===== src/rtl/ram_dp_clr_if.sv =====
// Port bundle for ram_dp_clr: the write, read and clear requests plus the read-data and status returns.
// Clock and reset are kept outside so one bundle can serve any clocking arrangement.
interface ram_dp_clr_if #(
    parameter int DATA_W = 4,
    parameter int ADDR_W = 5
) ();
    logic              wren;
    logic [ADDR_W-1:0] wraddr;
    logic [DATA_W-1:0] data;
    logic              rden;
    logic [ADDR_W-1:0] rdaddr;
    logic              clr;
    logic [DATA_W-1:0] q;
    logic              q_valid;
    logic              busy;

    modport master (
        output wren, wraddr, data, rden, rdaddr, clr,
        input  q, q_valid, busy
    );

    modport slave (
        input  wren, wraddr, data, rden, rdaddr, clr,
        output q, q_valid, busy
    );
endinterface


===== src/rtl/ram_dp_clr.sv =====
// Simple dual-port RAM with a registered read, a selectable read-during-write policy,
// and a clear engine that zeroes every word after reset or on request.
module ram_dp_clr #(
    parameter int DATA_W   = 4,
    parameter int ADDR_W   = 5,
    parameter int RDW_MODE = 0
) (
    input  logic         clock,
    input  logic         resetn,
    ram_dp_clr_if.slave  bus
);
    localparam int              DEPTH     = 2 ** ADDR_W;
    localparam logic [ADDR_W-1:0] LAST_ADDR = {ADDR_W{1'b1}};

    localparam logic [0:0] ST_CLEAR = 1'b0;
    localparam logic [0:0] ST_IDLE  = 1'b1;

    logic [0:0]        state_reg, state_next;
    logic [ADDR_W-1:0] cnt_reg, cnt_next;
    logic [DATA_W-1:0] q_reg, q_next;
    logic              q_valid_reg, q_valid_next;

    logic [DATA_W-1:0] mem [DEPTH];

    logic              in_clear;
    logic              wr_fire;
    logic              rd_fire;
    logic              bypass;
    logic              mem_we;
    logic [ADDR_W-1:0] mem_waddr;
    logic [DATA_W-1:0] mem_wdata;

    assign in_clear = (state_reg == ST_CLEAR);

    // A clear request in IDLE swallows any access presented in the same cycle.
    assign wr_fire = !in_clear && bus.wren && !bus.clr;
    assign rd_fire = !in_clear && bus.rden && !bus.clr;
    assign bypass  = (RDW_MODE != 0) && wr_fire && (bus.wraddr == bus.rdaddr);

    // The clear engine borrows the single write port while it runs.
    always_comb begin
        mem_we    = 1'b0;
        mem_waddr = bus.wraddr;
        mem_wdata = bus.data;
        if (in_clear) begin
            mem_we    = 1'b1;
            mem_waddr = cnt_reg;
            mem_wdata = '0;
        end else if (wr_fire) begin
            mem_we = 1'b1;
        end
    end

    always_comb begin
        state_next = state_reg;
        cnt_next   = cnt_reg;
        if (in_clear) begin
            if (bus.clr) begin
                cnt_next = '0;
            end else begin
                cnt_next = cnt_reg + 1'b1;
                if (cnt_reg == LAST_ADDR) begin
                    state_next = ST_IDLE;
                end
            end
        end else if (bus.clr) begin
            state_next = ST_CLEAR;
            cnt_next   = '0;
        end
    end

    always_comb begin
        q_next       = q_reg;
        q_valid_next = 1'b0;
        if (rd_fire) begin
            q_valid_next = 1'b1;
            q_next       = bypass ? bus.data : mem[bus.rdaddr];
        end
    end

    always_ff @(posedge clock) begin
        if (mem_we) begin
            mem[mem_waddr] <= mem_wdata;
        end
    end

    always_ff @(posedge clock or negedge resetn) begin
        if (!resetn) begin
            state_reg   <= ST_CLEAR;
            cnt_reg     <= '0;
            q_reg       <= '0;
            q_valid_reg <= 1'b0;
        end else begin
            state_reg   <= state_next;
            cnt_reg     <= cnt_next;
            q_reg       <= q_next;
            q_valid_reg <= q_valid_next;
        end
    end

    assign bus.q       = q_reg;
    assign bus.q_valid = q_valid_reg;
    assign bus.busy    = in_clear;
endmodule


===== src/flat_wrapper.sv =====
// flat-port wrapper written by rule: the top's interface ports become plain ports
module ram_dp_clr_flat 
#(
    parameter int DATA_W   = 4,
    parameter int ADDR_W   = 5,
    parameter int RDW_MODE = 0
)
  (clock, resetn, bus_wren, bus_wraddr, bus_data, bus_rden, bus_rdaddr, bus_clr, bus_q, bus_q_valid, bus_busy);
  ram_dp_clr_if #(.DATA_W(DATA_W), .ADDR_W(ADDR_W)) bus_i ();
  input  logic clock;
  input  logic resetn;
  input wire logic [$bits(bus_i.wren)-1:0] bus_wren;
  input wire logic [$bits(bus_i.wraddr)-1:0] bus_wraddr;
  input wire logic [$bits(bus_i.data)-1:0] bus_data;
  input wire logic [$bits(bus_i.rden)-1:0] bus_rden;
  input wire logic [$bits(bus_i.rdaddr)-1:0] bus_rdaddr;
  input wire logic [$bits(bus_i.clr)-1:0] bus_clr;
  output wire logic [$bits(bus_i.q)-1:0] bus_q;
  output wire logic [$bits(bus_i.q_valid)-1:0] bus_q_valid;
  output wire logic [$bits(bus_i.busy)-1:0] bus_busy;
  assign bus_i.wren = bus_wren;
  assign bus_i.wraddr = bus_wraddr;
  assign bus_i.data = bus_data;
  assign bus_i.rden = bus_rden;
  assign bus_i.rdaddr = bus_rdaddr;
  assign bus_i.clr = bus_clr;
  assign bus_q = bus_i.q;
  assign bus_q_valid = bus_i.q_valid;
  assign bus_busy = bus_i.busy;
  ram_dp_clr #(.DATA_W(DATA_W), .ADDR_W(ADDR_W), .RDW_MODE(RDW_MODE)) u_core (.clock(clock), .resetn(resetn), .bus(bus_i));
endmodule

===== config.mk =====
export PLATFORM = sky130hd
export DESIGN_NAME = ram_dp_clr_flat
export DESIGN_NICKNAME = d
export VERILOG_FILES = /design/src/rtl/ram_dp_clr_if.sv /design/src/rtl/ram_dp_clr.sv /design/src/flat_wrapper.sv
export SDC_FILE = /design/constraint.sdc
export NUM_CORES = 1
export LEC_CHECK = 0
export CELL_PAD_IN_SITES_DETAIL_PLACEMENT = 1
export CELL_PAD_IN_SITES_GLOBAL_PLACEMENT = 1
export CORE_AREA = 2 2 96 144
export CTS_BUF_LIST = sky130_fd_sc_hd__clkbuf_8
export CTS_CLUSTER_DIAMETER = 150
export CTS_CLUSTER_SIZE = 28
export DETAILED_ROUTE_END_ITERATION = 10
export DIE_AREA = 0 0 98 146
export GPL_TIMING_DRIVEN = 0
export PLACE_DENSITY = 0.71
export SLEW_MARGIN = 25
export SYNTH_ARGS = -nofsm -noshare
export SYNTH_HDL_FRONTEND = slang
export SYNTH_SLANG_ARGS = --single-unit

===== constraint.sdc =====
create_clock -name clock -period 2.3 [get_ports clock]
set_input_delay 0.46 -clock clock [delete_from_list [all_inputs] [get_ports clock]]
set_output_delay 0.46 -clock clock [all_outputs]
set_load 0.005 [all_outputs]

==> key figures, run 1 <==
Final layout
  – Area grow syn2layout: 16.32%
  – Final Net Count: 428
  – FILL cells: ~1300
  – Commonest non-fill, non-tap cell in the layout: edfxtp_1
  – Inserted Diodes: 0
  – Layout cells sized above 1: 0.1643
  – Max reg flops: roughly 130
  – Most frequent cells in the layout: 128 x edfxtp_1, 67 x mux2i_1, 25 x nor2_1

Synth
  – Post-Syn Nets: just under 400
  – YS warnings: 0
  – Asr flop ratio synth: 0.07914
  – Number of synthesized flops with an enable pin: roughly 130
  – Synth Instances: 365
  – Mean Syn Cell Area: roughly 16 µm²
  – Synthesized area: ~5800 µm²
  – Cell taking the most area after synthesis: edfxtp_1
  – Post-synth top flop: edfxtp_1
  – Register area share after synthesis: 0.7153
  – Yosys top cell area share: 0.6675
  – Yosys reg bits: around 140
  – Top cells by area, synth: edfxtp_1 67%, mux2i_1 12%, dfrtp_1 4.8%
  – Post-synth cell types: 35

STA
  – Fmax: 437.8 MHz
  – Final Max Tran Viols: 0
  – RSZ-0062 raised after global routing: true
  – Rel. slew slack: 0.5303
  – Least-Margin Pin Slew: 702.0 ps
  – Setup TNS: 0 ps
  – Final setup violation count: 0
  – Fin crit period: 2284 ps
  – Hold slack: 373.6 ps
  – Final hold violations: 0
  – Final clock period utilization by the worst path: 0.9932
  – Clk_skew: just under 8 ps

Worst setup path
  – CP Capture Type: flop
  – Worst Reg-to-Reg Cells: 6
  – Worst EP required: approximately 2400 ps
  – Slowest cell on crit path: clkdlybuf4s50_1
  – CP Capture Point: u_core.mem[21][2]
  – Critical path class: in -> reg
  – RR Startpoint: u_core.state_reg
  – CP Launch Type: primary input
  – Crit path cell chain: clkdlybuf4s50_1, nor2b_1, nand3b_1, o21ai_0, nand2_1, nor2_1
  – R2R Setup Slk: 50 ps
  – Worst Path Max Fanout: 8
  – Arrival @ worst endpoint: 2390 ps
  – CP bufs+invs: 1
  – Crit path max-delay family: simple AND/OR/NAND/NOR gates
  – Max incr delay on CP: approximately 530 ps
  – CP Depth: 6
  – Critical path startpoint: bus_clr
  – Endpoint of the worst-slack reg-to-reg timing path: u_core.mem[21][2]

Hold path
  – Hold Crit Class: in -> async

Power and ir drop
  – Net Sw Frac: 0.2076
  – Comb power frac: 0.061
  – Peak supply drop: roughly 0.48 mV
  – PwrDens: 796.9 nW/µm²
  – Internal power: 0.004229 W
  – Psw: between 0.001 and 0.0015 W
  – Clock power share: 0.419
  – Total leakage power: ~2.4 nW
  – Seq pwr share: 0.520

Detailed routing
  – DR pass1 iterations: 4
  – Detailed Route WL: 13850 µm
  – DR WL/cell: 23.92 µm
  – Routed Antenna Nets: 0
  – Starting DRC count in detailed routing: 210
  – DRC Markers: 0
  – DR vias/cell: 5.672
  – Vias post-DR: 3284

Global routing
  – GRT Residual Overflow: 0
  – Initial antenna violation count: 0
  – Number of global-route vias before repair: 3653
  – Largest net degree at the start of global routing: 33
  – Global Route met2 Usage: 0.3613
  – GR peak layer: met2
  – Grt met1 use: 0.2363
  – GR Util met3: 0.04563
  – Total track usage: 0.2051
  – First-pass GRT wire length: 21320 µm

Clock network
  – Max H-tree Level: 4
  – CTS Buffer Depth: 2
  – Worst skew pair latency: 440 ps
  – Clock root cell: clkbuf_8
  – Worst-path clk slew: 70 ps
  – Num CTS Buffers: 17
  – CTS tree: yes
  – Post-CTS Setup Repair Bufs: 0
  – CTS Sinks: ~140

Status
  – Status: completed

Place
  – Dpl hpwl: 9441 µm
  – PortBufs: 23
  – RD Place Congestion: 0.8133

Floorplanning
  – Cell Rows: 51
  – Die Ht: roughly 150 µm
  – Initial Utilization: 0.4445
  – Die area: 14310 µm²
  – Die width: 98 µm
  – # IOs: 25
  – Core area: 12950 µm²

Job
  – Max-Cap Viols: 0
==> power groups by stage <==
stage / clock network [W] / registers, W / logic [W]
after floorplan: 0 / 0.00283 / 0.000184
after CTS: 0.00226 / 0.00278 / 0.000322
final: 0.00224 / 0.00278 / 0.000324
after detailed placement: 0 / 0.00283 / 0.000318
after global routing: 0.00237 / 0.00278 / 0.000347
after global placement: 0 / 0.00283 / 0.000310
==> synth_stat cells, types with 2 or more instances <==
| master | instances |
|---|---|
| a22o_1 | 8 |
| buf_4 | 4 |
| ha_1 | 2 |
| mux2i_1 | 67 |
| nor2b_1 | 5 |
| clkbuf_1 | 7 |
| inv_1 | 5 |
| o22ai_1 | 4 |
| and2_1 | 5 |
| a22oi_1 | 16 |
| nand2_1 | 19 |
| a21oi_1 | 9 |
| o32ai_1 | 4 |
| nor2_1 | 40 |
| a221oi_1 | 7 |
| nand2b_1 | 3 |
| dfrtp_1 | 11 |
| xnor2_1 | 2 |
| edfxtp_1 | 128 |
| o41ai_2 | 4 |
==> kinds of logic after synthesis <==
family / count (synthesis) / synth area share
simple gates: 77 / 0.05780
buf+inv: 21 / 0.02130
compound gates: 56 / 0.07975
mux: 68 / 0.1184
flops: 139 / 0.7153
fa+ha+maj: 2 / 0.004345
xor+xnor: 2 / 0.003043
==> routing by layer <==
| metal | share of wire | vias up |
|---|---|---|
| li1 | - | 1501 |
| met1 | 0.38 | 1666 |
| met2 | 0.55 | 91 |
| met3 | 0.044 | 26 |
| met4 | 0.027 | 0 |
| met5 | 0 | - |
==> per-stage QoR <==
stage / setup WS [ps] / instances / total power [W] / cell area, µm² / utilization
2_1_floorplan: 531.2 / 365 / 0.003009 / 5758 / -
3_3_place_gp: -527.7 / 547 / 0.003139 / 6187 / 0.4776
3_5_place_dp: -553.1 / 547 / 0.003150 / 6190 / 0.4778
4_1_cts: 73.87 / 579 / 0.005363 / 6660 / 0.5142
5_1_grt: -92.56 / 579 / 0.005500 / 6698 / 0.5170
6_report: 15.68 / 579 / 0.005337 / 6698 / 0.5170
==> area by class of cell <==
type                       count  area (µm²)  area share
sequential                   139        4119      0.6150
multi-input combinational    205        1559      0.2328
clock buffer                  19       261.5     0.03904
timing repair buffer          23       230.2     0.03437
clock inverter                13       200.2     0.02989
tap                          159       198.9     0.02970
buffer                        16       110.1     0.01644
inverter                       5       18.77    0.002802
==> worst min-delay path by stage <==
stage / start / to / slack, ps / cells past startpoint
CTS: resetn / u_core.state_reg / 380 / 1
floorplan: resetn / u_core.bus.q[0] / 160 / 0
detailed placement: u_core.bus.q[3] / u_core.bus.q[3] / 470 / 2
global route: resetn / u_core.state_reg / 400 / 1
finish: resetn / u_core.cnt_reg[1] / 370 / 1
global placement: u_core.bus.q[3] / u_core.bus.q[3] / 470 / 2
==> repair_timing <==
item,4_1_cts,5_1_grt
endpoints found under the setup margin,140,77
resized for setup,7,17
hold buffers,0,0
(Power assumes the default switching activity.)
==> inputs of run 2 (changes only) <==
--- a/config.mk
+++ b/config.mk
@@ -15,7 +15,9 @@
 export DIE_AREA = 0 0 98 146
 export GPL_TIMING_DRIVEN = 0
 export PLACE_DENSITY = 0.71
+export RECOVER_POWER = 100
 export SLEW_MARGIN = 25
 export SYNTH_ARGS = -nofsm -noshare
 export SYNTH_HDL_FRONTEND = slang
 export SYNTH_SLANG_ARGS = --single-unit
+export TNS_END_PERCENT = 1
==> key figures, run 2 (synthesized netlist as in run 1, its figures left out) <==
Status
  – Status: completed (unchanged)

Detailed routing
  – DR WL/cell: 23.83 µm (was 23.92 µm)
  – Vias post-DR: 3298 (was 3284)
  – DR pass1 iterations: 4 (unchanged)
  – Routed Antenna Nets: 0 (unchanged)
  – Starting DRC count in detailed routing: 203 (was 210)
  – DR vias/cell: 5.696 (was 5.672)
  – DRC Markers: 0 (unchanged)
  – Detailed Route WL: 13800 µm (was 13850 µm)

Global routing
  – Global Route met2 Usage: 0.3613 (unchanged)
  – Number of global-route vias before repair: 3653 (unchanged)
  – Initial antenna violation count: 0 (unchanged)
  – GR peak layer: met2 (unchanged)
  – GR Util met3: 0.04563 (unchanged)
  – Grt met1 use: 0.2363 (unchanged)
  – First-pass GRT wire length: 21320 µm (unchanged)
  – Largest net degree at the start of global routing: 33 (unchanged)
  – Total track usage: 0.2051 (unchanged)
  – GRT Residual Overflow: 0 (unchanged)

Worst setup path
  – CP bufs+invs: 1 (unchanged)
  – Worst Path Max Fanout: 8 (unchanged)
  – Worst EP required: 2400 ps (was 2410 ps)
  – Critical path class: in -> reg (unchanged)
  – Endpoint of the worst-slack reg-to-reg timing path: u_core.mem[21][2] (unchanged)
  – Arrival @ worst endpoint: 2350 ps (was 2390 ps)
  – Worst Reg-to-Reg Cells: 6 (unchanged)
  – CP Capture Type: flop (unchanged)
  – R2R Setup Slk: 50 ps (about the same)
  – Max incr delay on CP: 530 ps (about the same)
  – RR Startpoint: u_core.state_reg (unchanged)
  – Crit path cell chain: clkdlybuf4s50_1, nor2b_1, nand3b_1, o21ai_0, nand2_1, nor2_1 (unchanged)
  – Crit path max-delay family: simple AND/OR/NAND/NOR gates (unchanged)
  – CP Launch Type: primary input (unchanged)
  – Slowest cell on crit path: clkdlybuf4s50_1 (unchanged)

STA
  – Final clock period utilization by the worst path: 0.9785 (was 0.9932)
  – Final setup violation count: 0 (unchanged)
  – Final hold violations: 0 (unchanged)
  – Fin crit period: 2251 ps (was 2284 ps)
  – Clk_skew: 8.269 ps (was 7.748 ps)
  – Final Max Tran Viols: 0 (unchanged)
  – Least-Margin Pin Slew: 697.3 ps (was 702.0 ps)
  – Fmax: 444.3 MHz (was 437.8 MHz)
  – RSZ-0062 raised after global routing: true (unchanged)
  – Rel. slew slack: 0.5334 (was 0.5303)

Place
  – Placed cell count: 547 (unchanged)
  – Cell Area, Placed: 6190 µm² (unchanged)
  – Dpl hpwl: 9441 µm (unchanged)
  – PortBufs: 23 (unchanged)
  – RD Place Congestion: 0.8133 (unchanged)

Clock network
  – Worst-path clk slew: 70 ps (about the same)
  – CTS Buffer Depth: 2 (unchanged)
  – Max H-tree Level: 4 (unchanged)
  – Num CTS Buffers: 17 (unchanged)
  – CTS tree: yes (unchanged)
  – CTS Sinks: 139 (unchanged)
  – Clock root cell: clkbuf_8 (unchanged)
  – Worst skew pair latency: 440 ps (about the same)

Floorplanning
  – Cell Rows: 51 (unchanged)
  – Die width: 98 µm (unchanged)
  – Die area: 14310 µm² (unchanged)
  – Initial Utilization: 0.4445 (unchanged)
  – Die Ht: 146 µm (unchanged)
  – Core area: 12950 µm² (unchanged)
  – # IOs: 25 (unchanged)

Final layout
  – Final Util: 0.5161 (was 0.5170)
  – Max reg flops: 128 (unchanged)
  – Inserted Diodes: 0 (unchanged)
  – FILL cells: 1258 (was 1255)
  – Most frequent cells in the layout: 128 x edfxtp_1, 67 x mux2i_1, 30 x nor2_1 (was 128 x edfxtp_1, 67 x mux2i_1, 25 x nor2_1)
  – Commonest non-fill, non-tap cell in the layout: edfxtp_1 (unchanged)
  – Fin cells: 579 (unchanged)
  – Layout cells sized above 1: 0.1524 (was 0.1643)
  – Design area: 6685 µm² (was 6698 µm²)
  – Final Net Count: 428 (unchanged)
  – Area grow syn2layout: 16.10% (was 16.32%)

Hold path
  – Hold Crit Class: in -> async (unchanged)

Job
  – Max-Cap Viols: 0 (unchanged)

Power and ir drop
  – Total leakage power: 2.375 nW (was 2.373 nW)
  – Peak supply drop: 0.4796 mV (was 0.4836 mV)
  – Overall Power: 0.005329 W (was 0.005337 W)
  – PwrDens: 797.2 nW/µm² (was 796.9 nW/µm²)
[run 2: cell types whose count changed in the layout (fill, tap and decap cells not counted), sizes merged]
cell	delta
clkdlybuf4s50	-1
dlygate4sd3	+1
[run 2: metrics by stage]
stage                     hold WS (ps)  setup WS, ps  setup TNS (ps)
after floorplan                  164.4         531.2               0
after global placement           470.1        -527.7          -47820
after detailed placement         474.8        -553.1          -54690
after CTS                        375.2         73.87               0
after global routing             474.3        -85.88           -2521
final                            452.2         49.45               0
[run 2: worst max path at each step]
stage,start,endpoint,depth (start not counted),slack [ps]
after floorplan,u_core.state_reg,u_core.mem[4][0],6,530
after global placement,bus_rdaddr[1],u_core.bus.q[1],7,-530
after detailed placement,bus_rdaddr[1],u_core.bus.q[0],7,-550
after CTS,u_core.state_reg,u_core.mem[14][2],5,70
after global routing,u_core.state_reg,u_core.mem[22][2],6,-90
final,bus_clr,u_core.mem[21][2],6,50
[run 2: per-layer routing]
metal / part of all wire / wire (µm)
met5: 0 / 0
met4: 0.025 / 347
met2: 0.54 / 7511
met1: 0.38 / 5306
met3: 0.046 / 630
[run 2: cell type report]
| type | count | area [µm²] | area share |
|---|---|---|---|
| multi-input cells | 205 | 1546 | 0.2313 |
| clock inverters | 13 | 200.2 | 0.02995 |
| clock buffers | 19 | 261.5 | 0.03912 |
| repair buffers | 23 | 230.2 | 0.03444 |
| plain buffers | 16 | 110.1 | 0.01647 |
| inverters | 5 | 18.77 | 0.002807 |
| flip-flops and latches | 139 | 4119 | 0.6161 |
| well taps | 159 | 198.9 | 0.02976 |
[run 2: worst register-to-register path: cells and delay by family (launching register included)]
| family | cells | cell delay, ps |
|---|---|---|
| AND/OR/NAND/NOR | 3 | 750 |
| buffers and inverters | 2 | 520 |
| flip-flops | 1 | 420 |
| AO/OA/AOI/OAI | 1 | 220 |
[run 2: power by group]
group	switching, W	internal, W	total, W
clock network	0.000892	0.00134	0.00223
logic	0.000191	0.000131	0.000321
registers	0.0000181	0.00276	0.00278
total	0.00110	0.00423	0.00533
[run 2: what timing repair did]
action,4_1_cts,5_1_grt
hold buffers,0,0
gates resized for setup,7,12
buffers inserted,0,0
setup endpoints to repair,140,77
==> inputs of run 3 (changes only) <==
--- a/config.mk
+++ b/config.mk
@@ -16,7 +16,7 @@
 export GPL_TIMING_DRIVEN = 0
 export PLACE_DENSITY = 0.71
 export RECOVER_POWER = 100
-export SLEW_MARGIN = 25
+export SLEW_MARGIN = 20
 export SYNTH_ARGS = -nofsm -noshare
 export SYNTH_HDL_FRONTEND = slang
 export SYNTH_SLANG_ARGS = --single-unit
==> key figures, run 3 (synthesized netlist as in run 1, its figures left out) <==
Status
  – Status: completed (unchanged)

Floorplanning
  – Die Ht: 146 µm (unchanged)
  – Die width: 98 µm (unchanged)
  – Initial Utilization: 0.4445 (unchanged)
  – Core area: 12950 µm² (unchanged)
  – Cell Rows: 51 (unchanged)
  – # IOs: 25 (unchanged)
  – Die area: 14310 µm² (unchanged)

Worst setup path
  – CP Depth: 6 (unchanged)
  – Arrival @ worst endpoint: 2330 ps (was 2350 ps)
  – Worst EP required: 2390 ps (was 2400 ps)
  – Slowest cell on crit path: dfrtp_1 (was clkdlybuf4s50_1)
  – R2R Setup Slk: 60 ps (was 50 ps)
  – CP Launch Type: flop (was primary input)
  – Critical path class: reg -> reg (was in -> reg)
  – Crit path cell chain: buf_2, buf_2, nand2_1, o32ai_1, nand2_1, nor2_1 (was clkdlybuf4s50_1, nor2b_1, nand3b_1, o21ai_0, nand2_1, nor2_1)
  – Crit path max-delay family: simple AND/OR/NAND/NOR gates (unchanged)
  – Worst Path Max Fanout: 10 (was 8)
  – Max incr delay on CP: 420 ps (was 530 ps)
  – CP Capture Type: flop (unchanged)
  – Worst Reg-to-Reg Cells: 6 (unchanged)
  – CP bufs+invs: 2 (was 1)

Final layout
  – FILL cells: 1257 (was 1258)
  – Area of the multi-input gates: 1539 µm² (was 1546 µm²)
  – Max reg flops: 128 (unchanged)
  – Register area: 4119 µm² (unchanged)
  – Most frequent cells in the layout: 128 x edfxtp_1, 67 x mux2i_1, 33 x nor2_1 (was 128 x edfxtp_1, 67 x mux2i_1, 30 x nor2_1)
  – Final Net Count: 428 (unchanged)
  – Fin cells: 579 (unchanged)
  – Area grow syn2layout: 15.97% (was 16.10%)
  – Layout cells sized above 1: 0.1452 (was 0.1524)
  – Inserted Diodes: 0 (unchanged)
  – Final Util: 0.5155 (was 0.5161)
  – Commonest non-fill, non-tap cell in the layout: edfxtp_1 (unchanged)

Power and ir drop
  – Seq pwr share: 0.520 (was 0.521)
  – Psw: 0.001115 W (was 0.001101 W)
  – PwrDens: 800.2 nW/µm² (was 797.2 nW/µm²)
  – Internal power: 0.004228 W (was 0.004229 W)
  – Comb power frac: 0.059 (was 0.060)
  – Total leakage power: 2.374 nW (was 2.375 nW)
  – Clock power share: 0.421 (was 0.419)
  – Net Sw Frac: 0.2086 (was 0.2065)
  – Peak supply drop: 0.4449 mV (was 0.4796 mV)

STA
  – Final setup violation count: 0 (unchanged)
  – Fin crit period: 2240 ps (was 2251 ps)
  – Clk_skew: 9.173 ps (was 8.269 ps)
  – Final hold violations: 0 (unchanged)
  – Least-Margin Pin Slew: 693.0 ps (was 697.3 ps)
  – RSZ-0062 raised after global routing: true (unchanged)
  – Rel. slew slack: 0.5363 (was 0.5334)
  – Setup ws final: 59.87 ps (was 49.45 ps)
  – Fmax: 446.4 MHz (was 444.3 MHz)
  – Final clock period utilization by the worst path: 0.9740 (was 0.9785)
  – Final Max Tran Viols: 0 (unchanged)

Detailed routing
  – Detailed Route WL: 13710 µm (was 13800 µm)
  – DR pass1 iterations: 5 (was 4)
  – DR vias/cell: 5.693 (was 5.696)
  – Starting DRC count in detailed routing: 224 (was 203)
  – Vias post-DR: 3296 (was 3298)
  – DRC Markers: 0 (unchanged)
  – Routed Antenna Nets: 0 (unchanged)
  – DR WL/cell: 23.68 µm (was 23.83 µm)

Global routing
  – Number of global-route vias before repair: 3652 (was 3653)
  – Total track usage: 0.2039 (was 0.2051)
  – Initial antenna violation count: 0 (unchanged)
  – First-pass GRT wire length: 21290 µm (was 21320 µm)
  – GRT Residual Overflow: 0 (unchanged)
  – Largest net degree at the start of global routing: 33 (unchanged)

Place
  – RD Place Congestion: 0.8133 (unchanged)
  – PortBufs: 23 (unchanged)
  – Placed cell count: 547 (unchanged)
  – Dpl hpwl: 9428 µm (was 9441 µm)
  – DP Worst Slack: -556.7 ps (was -553.1 ps)

Clock network
  – CTS Buffer Depth: 2 (unchanged)
  – Num CTS Buffers: 17 (unchanged)
  – Worst skew pair latency: 450 ps (was 440 ps)
  – CTS Sinks: 139 (unchanged)
  – Clock root cell: clkbuf_8 (unchanged)
  – CTS tree: yes (unchanged)
  – Max H-tree Level: 4 (unchanged)
  – Worst-path clk slew: 70 ps (about the same)
  – Post-CTS Setup Repair Bufs: 0 (unchanged)

Job
  – Max-Cap Viols: 0 (unchanged)

Hold path
  – Hold Crit Class: in -> async (unchanged)
run 3: power groups by stage:
| stage | combinational (W) | sequential, W | clock [W] |
|---|---|---|---|
| 4_1_cts | 0.000321 | 0.00278 | 0.00226 |
| 6_report | 0.000318 | 0.00278 | 0.00225 |
| 5_1_grt | 0.000343 | 0.00278 | 0.00238 |
| 3_3_place_gp | 0.000310 | 0.00283 | 0 |
| 3_5_place_dp | 0.000318 | 0.00283 | 0 |
| 2_1_floorplan | 0.000184 | 0.00283 | 0 |
run 3: layout make-up:
| class | instances | share of cell area |
|---|---|---|
| Clock buffer | 19 | 0.03916 |
| Sequential cell | 139 | 0.6168 |
| Clock inverter | 13 | 0.02998 |
| Timing Repair Buffer | 23 | 0.03448 |
| Multi-Input combinational cell | 205 | 0.2305 |
| Buffer | 16 | 0.01649 |
| Inverter | 5 | 0.002811 |
| Tap cell | 159 | 0.02979 |
run 3: layer usage:
layer / vias to the layer above / share of wire / GRT usage / routed length (µm)
met4: 0 / 0.014 / 0.07431 / 191
li1: 1504 / - / - / -
met2: 87 / 0.55 / 0.3647 / 7509
met3: 15 / 0.041 / 0.04275 / 556
met1: 1690 / 0.40 / 0.2395 / 5452
met5: - / 0 / 0 / 0
run 3: metrics by stage:
step	hold WS (ps)	power [W]	instance area, µm²	setup TNS, ps
after floorplan	164.4	0.003009	5758	0
after CTS	383.3	0.005360	6659	0
after global routing	475.0	0.005500	6678	-3041
final	445.8	0.005343	6678	0
after detailed placement	474.8	0.003150	6187	-69990
after global placement	470.1	0.003139	6187	-47820
run 3: timing repair:
item                       CTS  global route
gates resized for setup      8             9
setup endpoints to repair  200            86
hold buffers                 0             0
run 3: final timing paths:
kind                                  start                 to
max                        u_core.state_reg  u_core.mem[28][1]
min                                  resetn  u_core.cnt_reg[1]
max reg2reg                u_core.state_reg  u_core.mem[28][1]
min reg2reg                 u_core.bus.q[3]    u_core.bus.q[3]
max in group asynchronous            resetn    u_core.bus.q[1]
min in group clock          u_core.bus.q[3]    u_core.bus.q[3]
